==> src/rtl/frogger_matrix_scan.sv <==
// Row-multiplexed 8x8 LED matrix driver for the frogger game state.
// Game inputs are snapshotted at each frame start so that a frame never tears.
module frogger_matrix_scan #(
  parameter int unsigned DWELL_CYCLES = 12500,
  parameter int unsigned BLANK_CYCLES = 500,
  parameter int unsigned BLINK_FRAMES = 250
) (
  input  logic        clk_i,
  input  logic        rst_ni,
  input  logic [63:0] rows_i,
  input  logic [2:0]  frog_row_i,
  input  logic [7:0]  frog_col_i,
  input  logic        dead_i,
  input  logic        win_i,
  output logic [7:0]  row_sel_o,
  output logic [7:0]  col_data_o,
  output logic        frame_start_o
);

  localparam int unsigned CNT_W = (DWELL_CYCLES > 1) ? $clog2(DWELL_CYCLES) : 1;
  localparam int unsigned FRM_W = (BLINK_FRAMES > 1) ? $clog2(BLINK_FRAMES) : 1;

  // row_q/cnt_q name the slot position that the next edge will put on the outputs
  logic [2:0]       row_q, row_d;
  logic [CNT_W-1:0] cnt_q, cnt_d;
  logic [FRM_W-1:0] frame_q, frame_d;
  logic             blink_q, blink_d;

  logic [63:0]      snap_rows_q, snap_rows_d;
  logic [2:0]       snap_frog_row_q, snap_frog_row_d;
  logic [7:0]       snap_frog_col_q, snap_frog_col_d;
  logic             snap_dead_q, snap_dead_d;
  logic             snap_win_q, snap_win_d;

  logic [7:0]       row_sel_q, row_sel_d;
  logic [7:0]       col_data_q, col_data_d;
  logic             frame_start_q, frame_start_d;

  logic             slot_end_c;
  logic             frame_begin_c;
  logic [7:0]       pix_c;

  always_ff @(posedge clk_i or negedge rst_ni) begin
    if (!rst_ni) begin
      row_q           <= 3'd0;
      cnt_q           <= '0;
      frame_q         <= '0;
      blink_q         <= 1'b1;
      snap_rows_q     <= 64'd0;
      snap_frog_row_q <= 3'd0;
      snap_frog_col_q <= 8'h00;
      snap_dead_q     <= 1'b0;
      snap_win_q      <= 1'b0;
      row_sel_q       <= 8'hFF;
      col_data_q      <= 8'h00;
      frame_start_q   <= 1'b0;
    end else begin
      row_q           <= row_d;
      cnt_q           <= cnt_d;
      frame_q         <= frame_d;
      blink_q         <= blink_d;
      snap_rows_q     <= snap_rows_d;
      snap_frog_row_q <= snap_frog_row_d;
      snap_frog_col_q <= snap_frog_col_d;
      snap_dead_q     <= snap_dead_d;
      snap_win_q      <= snap_win_d;
      row_sel_q       <= row_sel_d;
      col_data_q      <= col_data_d;
      frame_start_q   <= frame_start_d;
    end
  end

  // Pixel rule for the row being driven, evaluated only from the frame snapshot.
  always_comb begin
    pix_c = 8'h00;
    if (snap_dead_q && !blink_q) begin
      pix_c = 8'hFF;
    end else if (snap_win_q && (row_q == 3'd0)) begin
      pix_c = 8'hFF;
    end else begin
      pix_c = snap_rows_q[{row_q, 3'b000} +: 8];
      if ((snap_frog_row_q == row_q) && blink_q) begin
        pix_c = pix_c | snap_frog_col_q;
      end
    end
  end

  always_comb begin
    row_d           = row_q;
    cnt_d           = cnt_q;
    frame_d         = frame_q;
    blink_d         = blink_q;
    snap_rows_d     = snap_rows_q;
    snap_frog_row_d = snap_frog_row_q;
    snap_frog_col_d = snap_frog_col_q;
    snap_dead_d     = snap_dead_q;
    snap_win_d      = snap_win_q;
    row_sel_d       = 8'hFF;
    col_data_d      = 8'h00;
    frame_start_d   = 1'b0;

    slot_end_c    = (cnt_q == CNT_W'(DWELL_CYCLES - 1));
    frame_begin_c = (row_q == 3'd0) && (cnt_q == '0);

    if (frame_begin_c) begin
      snap_rows_d     = rows_i;
      snap_frog_row_d = frog_row_i;
      snap_frog_col_d = frog_col_i;
      snap_dead_d     = dead_i;
      snap_win_d      = win_i;
      frame_start_d   = 1'b1;
    end

    if (slot_end_c) begin
      cnt_d = '0;
      row_d = row_q + 3'd1;
      if (row_q == 3'd7) begin
        if (frame_q == FRM_W'(BLINK_FRAMES - 1)) begin
          frame_d = '0;
          blink_d = ~blink_q;
        end else begin
          frame_d = frame_q + FRM_W'(1);
        end
      end
    end else begin
      cnt_d = cnt_q + CNT_W'(1);
    end

    // Leading part of each slot stays dark so the previous row cannot ghost.
    if (cnt_q >= CNT_W'(BLANK_CYCLES)) begin
      row_sel_d  = ~(8'h01 << row_q);
      col_data_d = pix_c;
    end
  end

  assign row_sel_o     = row_sel_q;
  assign col_data_o    = col_data_q;
  assign frame_start_o = frame_start_q;

endmodule

==> config.mk <==
export PLATFORM = sky130hd
export DESIGN_NAME = frogger_matrix_scan
export DESIGN_NICKNAME = d
export VERILOG_FILES = /design/src/rtl/frogger_matrix_scan.sv
export SDC_FILE = /design/constraint.sdc
export NUM_CORES = 1
export LEC_CHECK = 0
export ABC_CLOCK_PERIOD_IN_PS = 4900
export BUFFER_PORTS_ARGS = -buffer_cell sky130_fd_sc_hd__buf_2
export CAP_MARGIN = 0
export CORE_MARGIN = 2
export CORE_UTILIZATION = 55
export CTS_BUF_LIST = sky130_fd_sc_hd__clkbuf_16
export DETAILED_ROUTE_END_ITERATION = 16
export GPL_TIMING_DRIVEN = 1
export PLACE_DENSITY_LB_ADDON = 0.05
export SYNTH_ARGS = -nofsm -noshare
export SYNTH_HDL_FRONTEND = slang
export SYNTH_SLANG_ARGS = --single-unit
==> constraint.sdc <==
create_clock -name clk_i -period 4.9 [get_ports clk_i]
set_clock_uncertainty 0.15 [all_clocks]
set_input_delay 0.735 -clock clk_i [delete_from_list [all_inputs] [get_ports clk_i]]
set_output_delay 0.735 -clock clk_i [all_outputs]
set_load 0.005 [all_outputs]
==> summary.txt <==
Status
  • Status: completed

Final layout
  • # fillers: 685
  • Layout cells sized above 1: 0.472
  • Area of the multi-input gates: 2180 µm²
  • Layout area overhead: 22.7%
  • Final net count: 584
  • Final Non-Filler Cells: 639
  • Seq. cell area: 3010 µm²

Synth
  • Ys flop type: dfrtp_1
  • Top-area cell type share of the netlist area: 0.522
  • Count leader, synth: dfrtp_1
  • Yosys reg bits: 120
  • Synth Instances: 389
  • Synth Warn #: 0
  • Sequential fraction of the synthesis area: 0.566
  • Synth Cell Area: 5320 µm²
  • Asr flop ratio synth: 1.00
  • Synth top area cells: dfrtp_1 52%, mux2_2 16%, mux4_2 6.8%
  • Syn Nets: 478
  • Commonest cells post-synth: 111 x dfrtp_1, 77 x mux2_2, 30 x nand2_1
  • Avg Cell Area, Syn: 13.7 µm²
  • Post-synth EDFFs: 0
  • Post-synth top area cell: dfrtp_1
  • Unique cell type count in the Yosys netlist: 44

Placed design
  • IO Port Bufs: 95
  • Cell count after placement: 605
  • GP Congestion: 0.852
  • Dpl hpwl: 7450 µm
  • Pre-CTS setup slack: 1.93 ns

Setup path
  • CP Max Fanout: 56
  • Crit start category: register
  • Kind of critical path: register to register
  • Data arrival time of the worst path: 3.12 ns
  • FF-to-FF Start: row_q[1]
  • Crit. End Element: register
  • CP required: 5.03 ns
  • Worst setup startpoint: row_q[1]

Clock tree
  • Reg clk slew, reported paths: 0.06 ns
  • Cts hold-fix bufs: 0
  • CTS Buffer Depth: 2
  • Later-pin clock latency in the skew report: 0.41 ns
  • CTS tree: built
  • CTS Buf Count: 17
  • H-tree levels: 4
  • Clock Tree Root: clkbuf_16
  • CTS resizes: 0
  • Setup Fix Bufs, Post-CTS: 0
  • Clock sink count: 120

STA
  • Worst rel slew slack: 0.502
  • Min cycle time layout: 2.99 ns
  • Max Clock Freq: 335 MHz
  • Worst-margin pin slew: 0.738 ns
  • Final hold violation count: 0
  • Fin worst setup slack: 1.91 ns
  • RSZ-0062 raised after global routing: no
  • Setup TNS: 0 ns
  • Final setup vio count: 0
  • Slew Limit Fails: 0
  • Tcrit/Tclk final: 0.610

Routing
  • WL final: 11,100 µm
  • ANT nets after route: 0
  • Vias: 3,516
  • WL per Instance: 17.4 µm
  • Vias/cell: 5.50
  • First-pass DRT Iterations: 4
  • Initial DRC Count: 147
  • # DRC: 0

Floorplan
  • I/O pin count: 96
  • Total core area: 9330 µm²
  • Die W: 102 µm
  • Die area: 10,500 µm²
  • Cell Rows: 35
  • Initial Util: 0.571
  • Die Y: 102 µm

GRT
  • First-pass GRT wire length: 17,700 µm
  • Pin count of the biggest net entering global routing: 57
  • Gr usage total: 0.229
  • Vias in the first global route: 3,511
  • Initial antenna violation count: 1
  • Global route overflow: 0

Pwr
  • Leak pwr: 2.97 nW
  • Peak supply drop: 0.246 mV
  • Pwr Density: 360 nW/µm²
  • Power, Total: 0.00235 W

Min path
  • HP Class: input port to async pin

Flow run
  • Max-Cap Viols: 0
where the power goes:
group          internal (W)  switching [W]  leakage [nW]
Sequential          0.00102      0.0000170          1.45
Clock              0.000749       0.000460         0.272
Combinational     0.0000567      0.0000437          1.25
Total               0.00183       0.000520          2.97
layout make-up:
class	instances	share of cell area
well taps	129	0.0247
inverters	13	0.00747
flip-flops and latches	120	0.461
repair buffers	104	0.0835
diodes	2	0.000766
clock inverters	15	0.0232
multi-input cells	239	0.334
clock buffers	17	0.0651
sequential cells by signal, indices dropped and copies added (netlist names):
register,count
snap_frog_col_q,8
row_sel_o,8
blink_q,1
frame_start_o,1
snap_win_q,1
row_q,3
col_data_o,8
snap_rows_q,64
cnt_q,14
snap_frog_row_q,3
snap_dead_q,1
frame_q,8
cell usage in the layout, fill, tap and decap left out, types with 9 or more instances in the layout:
cell / netlist / layout
mux2_2: 77 / 77
mux4_2: 16 / 16
buf_4: 0 / 10
buf_2: 6 / 94
inv_1: 12 / 12
dfrtp_1: 111 / 111
ha_1: 10 / 10
dfstp_2: 9 / 9
clkbuf_16: 0 / 17
nor2_1: 11 / 11
nand2_1: 30 / 30
final timing paths:
kind                                    to  slack [ns]  cells past startpoint
max                        snap_rows_q[23]        1.91                      6
min                              cnt_q[10]        0.19                      1
max reg2reg                snap_rows_q[23]        1.91                      6
min reg2reg                     frame_q[6]        0.34                      1
max in group asynchronous     row_sel_o[4]        3.46                      2
min in group clk_i              frame_q[6]        0.34                      1
logic make-up (layout without fill, tap and decap cells):
| group | count (synthesis) | count (layout) | synth area share |
|---|---|---|---|
| simple gates | 81 | 81 | 0.0797 |
| fa+ha+maj | 10 | 10 | 0.0235 |
| xor+xnor | 14 | 14 | 0.0230 |
| compound gates | 39 | 39 | 0.0494 |
| flops | 120 | 120 | 0.566 |
| mux | 95 | 95 | 0.234 |
| buf+inv | 30 | 149 | 0.0240 |
| other cells | 0 | 2 | 0 |
per-layer routing:
metal	part of all wire	track usage	vias to the layer above
li1	-	-	1622
met3	0.072	0.0937	13
met2	0.46	0.337	113
met5	0	0	-
met1	0.45	0.315	1768
met4	0.0095	0.0728	0
critical path, stage by stage, from the launching register on:
cell and delay [ns]:
dfrtp_1 0.65, clkinv_1 0.43, ha_1 0.32, nor2b_1 0.16, nand4_1 0.14, buf_4 0.57
mux2_2 0.42
stage by stage:
step | util | hold slack, ns | cell area (µm²)
2_1_floorplan | - | 0.289 | 5320
3_3_place_gp | 0.638 | 0.319 | 5950
3_5_place_dp | 0.638 | 0.340 | 5950
4_1_cts | 0.700 | 0.192 | 6530
5_1_grt | 0.700 | 0.227 | 6530
6_report | 0.700 | 0.186 | 6530
No activity file was read; power rests on OpenSTA's default activity.
